### src/rtl/id_ex_stage.sv
// ---------------------------------------------------------------------------
// id_ex_stage
//
// Decode-to-execute pipeline register of the RV32I core, directly upstream of
// the ALU. One decoded instruction is accepted per cycle. Both source operands
// are resolved against the EX/MEM and MEM/WB forward sources. The ALU a/b
// operands, the forwarded store data and the control bits are then captured
// into a single-entry slot.
//
// Handshake (both sides): a transfer happens on a rising edge where
// valid & ready are both high. A producer holds its payload stable while
// valid is high and ready is low. in_ready is a pure function of the slot
// state and the incoming operand indices; it never looks at in_valid.
//
// Ports
//   clk, rst_n              clock, asynchronous active-low reset
//   flush                   synchronous kill of the slot (highest priority)
//   in_valid / in_ready     upstream handshake
//   pc, imm                 instruction PC and sign-extended immediate
//   rs1_addr/rs2_addr/rd_addr  register indices
//   rs1_data/rs2_data       register-file read data
//   rs1_used/rs2_used       instruction actually reads the operand
//   a_sel, b_sel            0: rs1/rs2, 1: pc/imm
//   alu_sel                 ALU operation code, passed through untouched
//   reg_we/is_load/is_store instruction class and writeback control
//   exmem_*, memwb_*        forward sources (EX/MEM has priority)
//   out_valid / out_ready   downstream handshake
//   alu_a, alu_b, alu_sel_q, store_data, pc_q, rd_q,
//   reg_we_q, is_load_q, is_store_q   registered slot contents
// ---------------------------------------------------------------------------
module id_ex_stage #(
  parameter int XLEN = 32
) (
  input  logic            clk,
  input  logic            rst_n,
  input  logic            flush,
  input  logic            in_valid,
  output logic            in_ready,
  input  logic [XLEN-1:0] pc,
  input  logic [XLEN-1:0] imm,
  input  logic [4:0]      rs1_addr,
  input  logic [4:0]      rs2_addr,
  input  logic [4:0]      rd_addr,
  input  logic [XLEN-1:0] rs1_data,
  input  logic [XLEN-1:0] rs2_data,
  input  logic            rs1_used,
  input  logic            rs2_used,
  input  logic            a_sel,
  input  logic            b_sel,
  input  logic [3:0]      alu_sel,
  input  logic            reg_we,
  input  logic            is_load,
  input  logic            is_store,
  input  logic            exmem_we,
  input  logic [4:0]      exmem_rd,
  input  logic [XLEN-1:0] exmem_data,
  input  logic            memwb_we,
  input  logic [4:0]      memwb_rd,
  input  logic [XLEN-1:0] memwb_data,
  output logic            out_valid,
  input  logic            out_ready,
  output logic [XLEN-1:0] alu_a,
  output logic [XLEN-1:0] alu_b,
  output logic [3:0]      alu_sel_q,
  output logic [XLEN-1:0] store_data,
  output logic [XLEN-1:0] pc_q,
  output logic [4:0]      rd_q,
  output logic            reg_we_q,
  output logic            is_load_q,
  output logic            is_store_q
);

  logic [XLEN-1:0] fwd_rs1;
  logic [XLEN-1:0] fwd_rs2;
  logic [XLEN-1:0] next_a;
  logic [XLEN-1:0] next_b;
  logic            hazard;
  logic            accept;
  logic            drain;

  // x0 is hard-wired to zero, so a forward source that targets x0 must never
  // leak through; EX/MEM holds the younger result and therefore wins.
  function automatic logic [XLEN-1:0] resolve(
    input logic [4:0]      addr,
    input logic [XLEN-1:0] rf_data,
    input logic            em_we,
    input logic [4:0]      em_rd,
    input logic [XLEN-1:0] em_data,
    input logic            mw_we,
    input logic [4:0]      mw_rd,
    input logic [XLEN-1:0] mw_data
  );
    logic [XLEN-1:0] r;
    if (addr == 5'd0)                  r = '0;
    else if (em_we && em_rd == addr)   r = em_data;
    else if (mw_we && mw_rd == addr)   r = mw_data;
    else                               r = rf_data;
    return r;
  endfunction

  always_comb begin
    fwd_rs1 = resolve(rs1_addr, rs1_data, exmem_we, exmem_rd, exmem_data,
                      memwb_we, memwb_rd, memwb_data);
    fwd_rs2 = resolve(rs2_addr, rs2_data, exmem_we, exmem_rd, exmem_data,
                      memwb_we, memwb_rd, memwb_data);
    next_a  = a_sel ? pc  : fwd_rs1;
    next_b  = b_sel ? imm : fwd_rs2;
  end

  // Load-use interlock: the load in the slot has no data yet, so a consumer
  // must wait one cycle until the load reaches a forward source. A load to
  // x0 produces nothing and never blocks.
  always_comb begin
    hazard = out_valid && is_load_q && (rd_q != 5'd0) &&
             ((rs1_used && rs1_addr == rd_q) ||
              (rs2_used && rs2_addr == rd_q));
  end

  assign in_ready = (!out_valid || out_ready) && !hazard;
  assign accept   = in_valid && in_ready;
  assign drain    = out_valid && out_ready;

  always_ff @(posedge clk or negedge rst_n) begin
    if (!rst_n) begin
      out_valid  <= 1'b0;
      alu_a      <= '0;
      alu_b      <= '0;
      alu_sel_q  <= 4'b0000;
      store_data <= '0;
      pc_q       <= '0;
      rd_q       <= 5'd0;
      reg_we_q   <= 1'b0;
      is_load_q  <= 1'b0;
      is_store_q <= 1'b0;
    end else if (flush) begin
      out_valid <= 1'b0;
    end else if (accept) begin
      out_valid  <= 1'b1;
      alu_a      <= next_a;
      alu_b      <= next_b;
      alu_sel_q  <= alu_sel;
      store_data <= fwd_rs2;
      pc_q       <= pc;
      rd_q       <= rd_addr;
      reg_we_q   <= reg_we;
      is_load_q  <= is_load;
      is_store_q <= is_store;
    end else if (drain) begin
      // Payload is left stale; out_valid alone marks the bubble.
      out_valid <= 1'b0;
    end
  end

endmodule

### config.mk
export PLATFORM = sky130hd
export DESIGN_NAME = id_ex_stage
export DESIGN_NICKNAME = d
export VERILOG_FILES = /design/src/rtl/id_ex_stage.sv
export SDC_FILE = /design/constraint.sdc
export NUM_CORES = 1
export LEC_CHECK = 0
export BUFFER_PORTS_ARGS = -buffer_cell sky130_fd_sc_hd__clkbuf_2
export CELL_PAD_IN_SITES_DETAIL_PLACEMENT = 0
export CELL_PAD_IN_SITES_GLOBAL_PLACEMENT = 2
export CORE_UTILIZATION = 25
export CTS_CLUSTER_SIZE = 8
export DETAILED_ROUTE_END_ITERATION = 10
export PLACE_DENSITY_LB_ADDON = 0.1
export SYNTH_ARGS = -nofsm -noshare
export SYNTH_HDL_FRONTEND = slang
export SYNTH_SLANG_ARGS = --single-unit
### constraint.sdc
create_clock -name clk -period 2.8 [get_ports clk]
set_input_delay 0.28 -clock clk [delete_from_list [all_inputs] [get_ports clk]]
set_output_delay 0.28 -clock clk [all_outputs]
set_load 0.02 [all_outputs]
After elaboration in Yosys (flattened, before gate mapping) --
Cells that the tools add are included.
Word-level totals: register bits after elaboration 141, output and inout port bits 142, word-level logic and storage cells 49
Operators by class: eq/ne operators 6, muxes and demuxes 11, bitwise gates (word level) 1, reductions and logical operators 21
Operator list (count):
- 32-bit 2-to-1 mux | 8
- 5-bit == test | 6
- 1-bit logical AND | 12
- 5-bit zero test | 2
- 5-bit nonzero test | 1
- 1-bit 2-to-1 mux | 3
- 3-bit nonzero test | 1
- 1-bit zero test | 2
- 1-bit logical OR | 2
- 2-bit AND reduction | 1
- 1-bit inverter | 1

Longest topological paths before layout --
word-level depth 9, gate-level depth with buffers 9, mapped depth without buffers 6

Worst setup path after synthesis --
Ideal clock, no wire load.
kind register -> register, start register rd_q[0], end register alu_b[12], arrival 1974 ps, required time 2662 ps, setup slack 687 ps, stages on the path, launching flop included 9, path buffers 3, period minus slack after synthesis 2113 ps, cells stage by stage dfrtp_1 -> or4_1 -> o21a_1 -> a31o_1 -> clkbuf_1 -> buf_6 -> buf_6 -> nand2_1 -> o211ai_1
On the way: word-level cells in the longest chain between the ends 8, elaborated cells between the ends (all ways) 12
Ends and longest elaborated chain:
- start: declaration | RTL line 67 | output logic [4:0] rd_q,
- start signal: assignment | RTL line 144 | rd_q <= rd_addr;
- 5-bit == test (on tied branches) | RTL line 115, 116
- 1-bit logical AND (on tied branches) | RTL line 115, 116
- 1-bit logical OR | RTL line 115 | ((rs1_used && rs1_addr == rd_q) ||
- 1-bit logical AND (*) | RTL line 114 | hazard = out_valid && is_load_q && (rd_q != 5'd0) &&
- 1-bit zero test (*) | RTL line 119 | assign in_ready = (!out_valid || out_ready) && !hazard;
- 1-bit logical AND (*) | RTL line 119
- 1-bit logical AND (*) | RTL line 120 | assign accept = in_valid && in_ready;
- 2-bit AND reduction (no line) (*)
- end signal: assignment | RTL line 140 | alu_b <= next_b;
- end: declaration | RTL line 63 | output logic [XLEN-1:0] alu_b,
Every way passes the cells marked *; elsewhere a longest branch is shown, timed or not. A chain may end at the register's enable or synchronous reset.

Worst setup path after layout --
Same ends and word-level chain as after synthesis.

==> flow_summary.toml <==
[outcome]
outcome = "complete, no violations"

[synthesis]
ys_async_sr_fraction = 1.000
synthTopCellsByCount = "nand2_1 (234), dfrtp_1 (141), a21oi_1 (65), nand3_1 (65), o21ai_0 (65)"
synth_edf_count = 0
syn_inst = 931
synth_seq_cells = 141
synth_most_common_cell = "nand2_1"
synth.distinct_cells = 32
synthesis.area_um2 = 7689
synth_area_leaders = "dfrtp_1 (46%), nand2_1 (11%), a21oi_1 (4.2%)"
avgSynthCellArea_um2 = 8.258
yosysWarningCount = 0
ys.flop_type = "dfrtp_1"
synth_seq_area_share = 0.4589
synth_area_leader_cell = "dfrtp_1"
yosysTopAreaCellShare = 0.4589
synth.net_count = 1166

[floorplan]
coreArea_um2 = 29950
start_util = 0.2567
die_h_um = 177.4
io_pins = 377
rows = 63
die_x_um = 177.4
dieArea_um2 = 31460

[placed_design]
dpl.hpwl_mm = 25.29
routabilityCongestion = 0.8436
dp_cells = 1638
io_buffers = 376

[timing]
finalHoldViolations = 0
min_period_ps = 2419
worstMarginPinSlew_ps = 680.9
max_freq_mhz = 413.4
period_share = 0.8640
setup_viol = 0
tns_ps = 0
slew_violations = 0
worst_clock_skew_ps = 18.39
rsz0062_at_grt = "false"
max_slew_margin = 0.5460

[grt]
grt_pass1_vias = 8177
grt_max_degree = 70
grtUsageTotal = 0.2186
grt_pass1_wl_mm = 51.34
antenna_found_initial = 8
grt_overflow = 0

[clocking]
clk_pin_slew_ps = 80
cts_tree = "yes"
postCtsSetupBuffers = 0
cts_made_buffers = 17
cts.sinks = 141
htreeDepth = 4
clock_path_buffers = 2
clock_latency_ps = 420
cts-root-buf = "clkbuf_16"

[final_layout]
drive_gt1_frac = 0.3450
final_cell_count_no_fill = 1676
area_delta_synth_final_pct = 37.48
finalNetCount = 1503
fillers = 3293

[min_path]
hold_depth = 3
hp-class = "primary input to register"

[route]
drt-pass1-iter-count = 4
dr_total_vias = 8093
dr.first_iter.drc_count = 589
wl_mm = 34.72
ant_nets = 0
drc = 0
wire_per_inst_um = 20.72
routed_via_density = 4.829

[setup_path]
r2r_start = "rd_q[0]"
crit_path_end_kind = "register"
r2r-end = "alu_b[12]"
worst_ep_required_time_ps = 3130
ff2ff_setup_slack_ps = 380
cp.depth = 7
crit_path_max_fanout = 68
crit_path_cell_trace = "or4_1, o21a_1, a31oi_4, buf_12, buf_4, nand3_1, o211ai_1"
cp-start-kind = "register"
cp_slowest_stage_delay_ps = 570
worst-endpoint-arrival_ps = 2750
startpoint = "rd_q[0]"
critical_path_class = "register to register"
r2r_cells = 7
crit_family = "compound AO/OA/AOI/OAI gates"
slowest_stage = "or4_1"
path_buf_inv = 2
crit_path_end = "alu_b[12]"

[power_and_ir_drop]
power_density_nw_per_um2 = 635.1
p_leak_nw = 5.161
vdd_drop_max_v = 0.0003669

[run]
max-cap-violations = 0
==> power by group <==
group	switching, mW	internal (mW)	total (mW)
registers	0.208	2.38	2.58
clock network	1.07	1.17	2.24
logic	1.23	0.658	1.89
==> per-stage QoR <==
stage	instance area (um^2)	utilization	power [mW]	setup WS (ps)	hold WS (ps)
global route	10570	0.3528	7.075	236.5	40.61
global placement	9992	0.3336	4.532	450.7	118.4
finish	10570	0.3529	6.713	380.9	40.81
floorplan	7689	-	3.643	687.4	-15.59
detailed placement	9992	0.3336	4.528	419.1	118.4
CTS	10560	0.3525	6.806	394.7	25.04
==> cell type report <==
type,instances,area (um^2),share of cell area
Sequential cell,141,3528,0.3338
Antenna cell,5,12.51,0.001184
Timing Repair Buffer,403,2193,0.2075
Multi-Input combinational cell,705,3792,0.3588
Clock buffer,17,425.4,0.04025
Tap cell,390,488.0,0.04616
Clock inverter,15,130.1,0.01231
==> cell usage in the layout (no fill, tap or decap), types with 17 or more instances in the layout <==
master     Yosys  routed
clkbuf_2       0     375
nand2_1      234     234
dfrtp_1      141     141
o21ai_0       65      65
nand3_1       65      64
a21oi_1       65      64
nand4_1       35      35
nor2_1        34      34
nor3_1        33      33
o211ai_1      32      32
mux2i_1       32      32
a21o_1        32      32
a31oi_1       31      31
xnor2_1       22      21
buf_4          9      18
clkbuf_16      0      17
==> metal layers <==
metal | up-vias | GRT usage | part of all wire
met4 | 6 | 0.06268 | 0.014
li1 | 3943 | - | -
met1 | 3855 | 0.3056 | 0.47
met5 | - | 0 | 0.0013
met2 | 261 | 0.3330 | 0.45
met3 | 28 | 0.05206 | 0.064
==> tightest hold or removal path, stage by stage <==
cell,delay (ps)
clkbuf_2,80
nand2_1,40
nand2_1,40
==> how the worst min path moves through the flow <==
stage                    start            to  slack [ps]
finish              rd_addr[0]       rd_q[0]          40
global route             flush     out_valid          40
CTS                 rd_addr[0]       rd_q[0]          30
detailed placement       rst_n  alu_sel_q[1]         120
global placement         rst_n  alu_sel_q[1]         120
floorplan                rst_n      alu_a[0]         -20
==> sequential cells by signal, summed over array words and instances (netlist names) <==
name and count:
rd_q 5, store_data 32, alu_a 32, is_store_q 1, alu_b 32, out_valid 1
is_load_q 1, reg_we_q 1, pc_q 32, alu_sel_q 4
==> timing repair <==
| action | in CTS | in global routing |
|---|---|---|
| setup endpoints to repair | 0 | 0 |
| endpoints found under the hold margin | 34 | 0 |
| hold buffers | 1 | 0 |
| gates resized for setup | 0 | 0 |
==> kinds of logic after synthesis <==
family / Yosys count / synth area share
AND/OR/NAND/NOR: 410 / 0.2312
AO/OA/AOI/OAI: 233 / 0.1818
flip-flops: 141 / 0.4589
buffers and inverters: 85 / 0.05224
multiplexers: 32 / 0.04166
XOR/XNOR: 30 / 0.03417
No activity file was read; power rests on OpenSTA's default activity.
